### src/rtl/serial_divider_pkg.sv
// Shared arithmetic definitions for the serial multiply/divide pair.
package serial_divider_pkg;

    typedef enum logic [1:0] {StIdle, StRun, StFix} div_state_e;

    localparam int unsigned MaxWidth = 64;

    function automatic int unsigned div_cnt_w(input int unsigned width);
        return $clog2(width + 1);
    endfunction

    // Two's-complement negate when neg is set; callers zero-extend and truncate to their width.
    function automatic logic [MaxWidth-1:0] cond_negate(input logic [MaxWidth-1:0] v,
                                                        input logic neg);
        return neg ? (~v + MaxWidth'(1)) : v;
    endfunction

endpackage

### src/rtl/serial_div_step.sv
// One restoring-division slice: shift in a dividend bit, trial-subtract the divisor.
module serial_div_step #(
    parameter int unsigned WIDTH = 32
) (
    input  logic [WIDTH-1:0] rem_in,
    input  logic             dvd_bit,
    input  logic [WIDTH-1:0] divisor,
    output logic [WIDTH-1:0] rem_out,
    output logic             q_bit
);

    logic [WIDTH:0] shifted;
    logic [WIDTH:0] trial;

    always_comb begin
        shifted = {rem_in, dvd_bit};
        trial   = shifted - {1'b0, divisor};
        q_bit   = ~trial[WIDTH];
        rem_out = q_bit ? trial[WIDTH-1:0] : shifted[WIDTH-1:0];
    end

endmodule

### src/rtl/serial_divider.sv
// Sequential signed divider, one quotient bit per clock, with start/done handshake.
module serial_divider
    import serial_divider_pkg::*;
#(
    parameter int unsigned WIDTH = 32
) (
    input  logic             clk,
    input  logic             rst,
    input  logic             start,
    input  logic [WIDTH-1:0] DD,
    input  logic [WIDTH-1:0] DS,
    output logic [WIDTH-1:0] Q,
    output logic [WIDTH-1:0] R,
    output logic             busy,
    output logic             done,
    output logic             dbz
);

    localparam int unsigned CntW = div_cnt_w(WIDTH);

    div_state_e       state_q, state_d;
    logic [CntW-1:0]  cnt_q, cnt_d;
    logic [WIDTH-1:0] rem_q, rem_d;
    logic [WIDTH-1:0] dvd_q, dvd_d;
    logic [WIDTH-1:0] ds_q, ds_d;
    logic             neg_q_q, neg_q_d;
    logic             neg_r_q, neg_r_d;
    logic             zero_q, zero_d;
    logic [WIDTH-1:0] quot_q, quot_d;
    logic [WIDTH-1:0] remo_q, remo_d;
    logic             busy_q, busy_d;
    logic             done_q, done_d;
    logic             dbz_q, dbz_d;

    logic [WIDTH-1:0] step_rem;
    logic             step_bit;

    serial_div_step #(
        .WIDTH (WIDTH)
    ) u_step (
        .rem_in  (rem_q),
        .dvd_bit (dvd_q[WIDTH-1]),
        .divisor (ds_q),
        .rem_out (step_rem),
        .q_bit   (step_bit)
    );

    always_comb begin
        state_d = state_q;
        cnt_d   = cnt_q;
        rem_d   = rem_q;
        dvd_d   = dvd_q;
        ds_d    = ds_q;
        neg_q_d = neg_q_q;
        neg_r_d = neg_r_q;
        zero_d  = zero_q;
        quot_d  = quot_q;
        remo_d  = remo_q;
        busy_d  = busy_q;
        done_d  = 1'b0;
        dbz_d   = dbz_q;
        unique case (state_q)
            StIdle: begin
                if (start) begin
                    dvd_d   = WIDTH'(cond_negate(MaxWidth'(DD), DD[WIDTH-1]));
                    ds_d    = WIDTH'(cond_negate(MaxWidth'(DS), DS[WIDTH-1]));
                    neg_q_d = DD[WIDTH-1] ^ DS[WIDTH-1];
                    neg_r_d = DD[WIDTH-1];
                    zero_d  = (DS == '0);
                    rem_d   = '0;
                    cnt_d   = '0;
                    busy_d  = 1'b1;
                    state_d = StRun;
                end
            end
            StRun: begin
                // The dividend register doubles as the quotient accumulator.
                dvd_d = {dvd_q[WIDTH-2:0], step_bit};
                rem_d = step_rem;
                cnt_d = cnt_q + CntW'(1);
                if (cnt_q == CntW'(WIDTH - 1)) begin
                    state_d = StFix;
                end
            end
            StFix: begin
                quot_d  = zero_q ? '1 : WIDTH'(cond_negate(MaxWidth'(dvd_q), neg_q_q));
                remo_d  = WIDTH'(cond_negate(MaxWidth'(rem_q), neg_r_q));
                dbz_d   = zero_q;
                done_d  = 1'b1;
                busy_d  = 1'b0;
                state_d = StIdle;
            end
            default: state_d = StIdle;
        endcase
    end

    always_ff @(posedge clk or negedge rst) begin
        if (!rst) begin
            state_q <= StIdle;
            cnt_q   <= '0;
            rem_q   <= '0;
            dvd_q   <= '0;
            ds_q    <= '0;
            neg_q_q <= 1'b0;
            neg_r_q <= 1'b0;
            zero_q  <= 1'b0;
            quot_q  <= '0;
            remo_q  <= '0;
            busy_q  <= 1'b0;
            done_q  <= 1'b0;
            dbz_q   <= 1'b0;
        end else begin
            state_q <= state_d;
            cnt_q   <= cnt_d;
            rem_q   <= rem_d;
            dvd_q   <= dvd_d;
            ds_q    <= ds_d;
            neg_q_q <= neg_q_d;
            neg_r_q <= neg_r_d;
            zero_q  <= zero_d;
            quot_q  <= quot_d;
            remo_q  <= remo_d;
            busy_q  <= busy_d;
            done_q  <= done_d;
            dbz_q   <= dbz_d;
        end
    end

    assign Q    = quot_q;
    assign R    = remo_q;
    assign busy = busy_q;
    assign done = done_q;
    assign dbz  = dbz_q;

endmodule

### config.mk
export PLATFORM = sky130hd
export DESIGN_NAME = serial_divider
export DESIGN_NICKNAME = d
export VERILOG_FILES = /design/src/rtl/serial_divider_pkg.sv /design/src/rtl/serial_div_step.sv /design/src/rtl/serial_divider.sv
export SDC_FILE = /design/constraint.sdc
export NUM_CORES = 1
export LEC_CHECK = 0
export ABC_AREA = 1
export BUFFER_PORTS_ARGS = -buffer_cell sky130_fd_sc_hd__buf_2
export CORE_ASPECT_RATIO = 2
export CORE_UTILIZATION = 65
export DETAILED_ROUTE_END_ITERATION = 7
export PLACE_DENSITY_LB_ADDON = 0.25
export SLEW_MARGIN = 10
export SYNTH_ARGS = -nofsm -noshare
export SYNTH_HDL_FRONTEND = slang
export SYNTH_SLANG_ARGS = --single-unit
### constraint.sdc
create_clock -name clk -period 6.2 [get_ports clk]
set_clock_uncertainty 0.05 [all_clocks]
set_input_delay 1.24 -clock clk [delete_from_list [all_inputs] [get_ports clk]]
set_output_delay 1.24 -clock clk [all_outputs]
set_load 0.01 [all_outputs]
==> run summary <==
Status = completed
Wire per inst = 18.78 µm
GPL Wtd Cong = 0.9948
Endpoints failing hold = 0
DRC = 0
Leading area contributor after synthesis = dfrtp_1
Worst skew pair latency = 460 ps
Crit. End Element = flop
Reg2Reg Depth = 10
Sinks on Clock Net = 174
Max frequency = 307.3 MHz
Most Frequent Cell on Critical Path = buf_4
Area grow syn2layout = 10.75%
Clock Power Share = 0.122
Final antenna-violating net count = 0
Final Instance Area = 14390 µm²
Delay-heaviest family, CP = buffers and inverters
Simple-Gate Fraction of Synth Area = 0.3582
HPWL after detailed placement = 33530 µm
Fin crit share = 0.5249
Relative slew slack = 0.3513
Combinational family with the most area after synthesis = simple AND/OR/NAND/NOR gates
CP max stage delay = 650 ps
Top cells by area, synth = dfrtp_1 34%, nand2_1 17%, inv_1 7.9%
Logic pwr share = 0.609
H-tree depth = 4
Synth unique cells = 52
Synthesized flop and latch total = 174
Largest net degree at the start of global routing = 95
WHS Path Cells = 2
EDFF count, synth = 0
CP max-delay cell = nor2_4
Leakage = 7.581 nW
Pwr per Cell Area = 613.2 nW/µm²
Sw Pwr = 4.840 mW
Compound-Gate Fraction of Synth Area = 0.1192
Asr flop ratio synth = 1.000
Hold slack = 433.5 ps
First-pass DRT Iterations = 6
CP Data Arrival Time = 3600 ps
Synth warn = 0
Area occupied by multi-input gates = 7336 µm²
First DRT Iteration DRCs = 882
Crit path cell chain = buf_2, nand2_2, buf_4, inv_1, buf_4, nor2_4, buf_4, nand2_1, nand2_1
CTS Buffer Depth = 2
Post-CTS Setup Bufs = 0
Period minus WS final = 3255 ps
Via count = 13730
CTS buffer count = 17
Reg-to-reg startpoint = state_q[0]
Worst Tran Pin Value = 973.1 ps
Fin Setup TNS = 0 ps
Pint = 3.983 mW
Crit path from = start
Port Buf Inserts = 133
CP Buf/Inv Count = 5
Peak supply drop = 319.3 µV
Starting Density = 0.6677
Post_cts resized = 0
Hold Path Class = flop to flop
Max-slew violations = 0
DP Area = 13810 µm²
Boundary Pins = 134
Crit-path max FO = 65
GRT Util Overall = 0.4523
Number of global-route vias before repair = 13590
Vert. Die Dim = 201.9 µm
CP Launch Type = primary input
Most common cell in the netlist = nand2_1
First-pass GRT wire length = 68580 µm
WP data required = 6550 ps
Grt total ovfl = 0
FILL cells = 1664
Switching share of power = 0.5485
Max-cap violation count = 0
Cell count after synthesis = 1975
Main flop type after synthesis = dfrtp_1
DRT Wirelength = 44070 µm
Total nets after synthesis = 2080
Hold buffers post-CTS = 0
Root Buffer Master = clkbuf_16
Adder-cell share of the synthesized area = 0.03717
Post-Syn Area = 12990 µm²
RSZ-0062 raised after global routing = no
DIE WIDTH = 102.0 µm
Share of power burned in registers = 0.269
Final setup fails = 0
R2R Path End = Q[2]
Nets = 2180
Share of layout cells above drive strength 1 = 0.1073
Commonest cells in the netlist = 596 x nand2_1, 273 x inv_1, 202 x nor2_1
Antenna cell count = 0
Top cell type's share of synthesized area = 0.3351
XOR/XNOR share of the synthesized area = 0.04921
Antenna violations before repair = 0
Syn avg cell area = 6.578 µm²
Core area = 19460 µm²
Die ar. = 20590 µm²
Multiplexer share of the synthesized area = 0
Critical path class = primary input to flop
CTS tree = yes
Clk pin slew, worst setup/hold paths = 70 ps
Reg2Reg Setup Slack = 3190 ps
Via-to-Cell Ratio = 5.851
Register area = 4354 µm²
FP Rows = 72
Hold endpoint = R[17]
Worst Hold Launch = R[17]
Sequential element share of the synthesized area = 0.3351
[tightest hold or removal path: cells and delay by family, from the launching register on]
kind             cells  cell delay, ps
AND/OR/NAND/NOR      2             110
flip-flops           1             340
[state kept, by name, summed over array words and instances (netlist names)]
signal and count:
state_q 2, zero_q 1, ds_q 32, rem_q 32, dbz 1, cnt_q 6, busy 1, done 1
Q 32, dvd_q 32, R 32, neg_r_q 1, neg_q_q 1
[per-stage QoR]
stage / power [mW] / setup WS [ps] / instances / utilization
2_1_floorplan: 5.889 / 3587 / 1975 / -
3_3_place_gp: 7.369 / 2621 / 2315 / 0.7097
3_5_place_dp: 7.530 / 2555 / 2315 / 0.7097
4_1_cts: 8.633 / 2999 / 2347 / 0.7395
5_1_grt: 9.509 / 2806 / 2347 / 0.7395
6_report: 8.823 / 2945 / 2347 / 0.7395
[layout by cell type (no fill, tap or decap), types with 3 or more instances in the layout]
master      count
o31ai_1        12
inv_1         272
buf_2         132
o21ai_1         6
nand2_2        11
xor2_1         58
clkbuf_16      17
nor2_2          4
clkinvlp_4      4
ha_1           37
nand3_1       186
buf_4           7
nand3b_1       13
a21oi_1        50
o22ai_1        14
dfrtp_1       174
inv_2           8
nor2_1        201
inv_6           4
nor3_1         18
xnor2_1        15
inv_8           3
nor4_1          4
nor2_4          5
nand4_1        22
a22oi_1        28
o21bai_1        6
o21ai_0       109
or2_2           9
a31oi_1        13
nand2_1       595
o211ai_1       12
nand2_4         6
[worst max path at each step]
stage / cells past startpoint / end / slack (ps)
after floorplan: 11 / dvd_q[26] / 3590
after global placement: 9 / rem_q[8] / 2620
after detailed placement: 9 / rem_q[2] / 2560
after CTS: 9 / rem_q[8] / 3000
after global routing: 9 / rem_q[8] / 2810
final: 9 / rem_q[8] / 2950
[layer usage]
| metal | share of wire | GRT usage | up-vias |
|---|---|---|---|
| met1 | 0.30 | 0.4092 | 6255 |
| met3 | 0.060 | 0.1068 | 298 |
| li1 | - | - | 6528 |
| met4 | 0.13 | 0.4806 | 0 |
| met2 | 0.51 | 0.7663 | 651 |
| met5 | 0 | 0 | - |
[power by group through the flow]
stage,logic [mW],clock network [mW],registers [mW]
final,5.38,1.08,2.37
after global routing,6.00,1.12,2.38
after CTS,5.27,1.08,2.28
after detailed placement,5.24,0,2.29
after global placement,5.08,0,2.29
after floorplan,3.87,0,2.02
[logic make-up after synthesis]
group	count (synthesis)
and+or+nand+nor	1087
buffers and inverters	340
AOI/OAI and AO/OA	263
DFF	174
xor gates and xnor gates	73
adders and majority gates	38
[cell type report]
cell class,instances,area share
flip-flops and latches,174,0.3026
multi-input cells,1461,0.5098
clock inverters,14,0.01043
repair buffers,141,0.05174
clock buffers,18,0.02983
inverters,280,0.07304
well taps,259,0.02252
(Power assumes the default switching activity.)
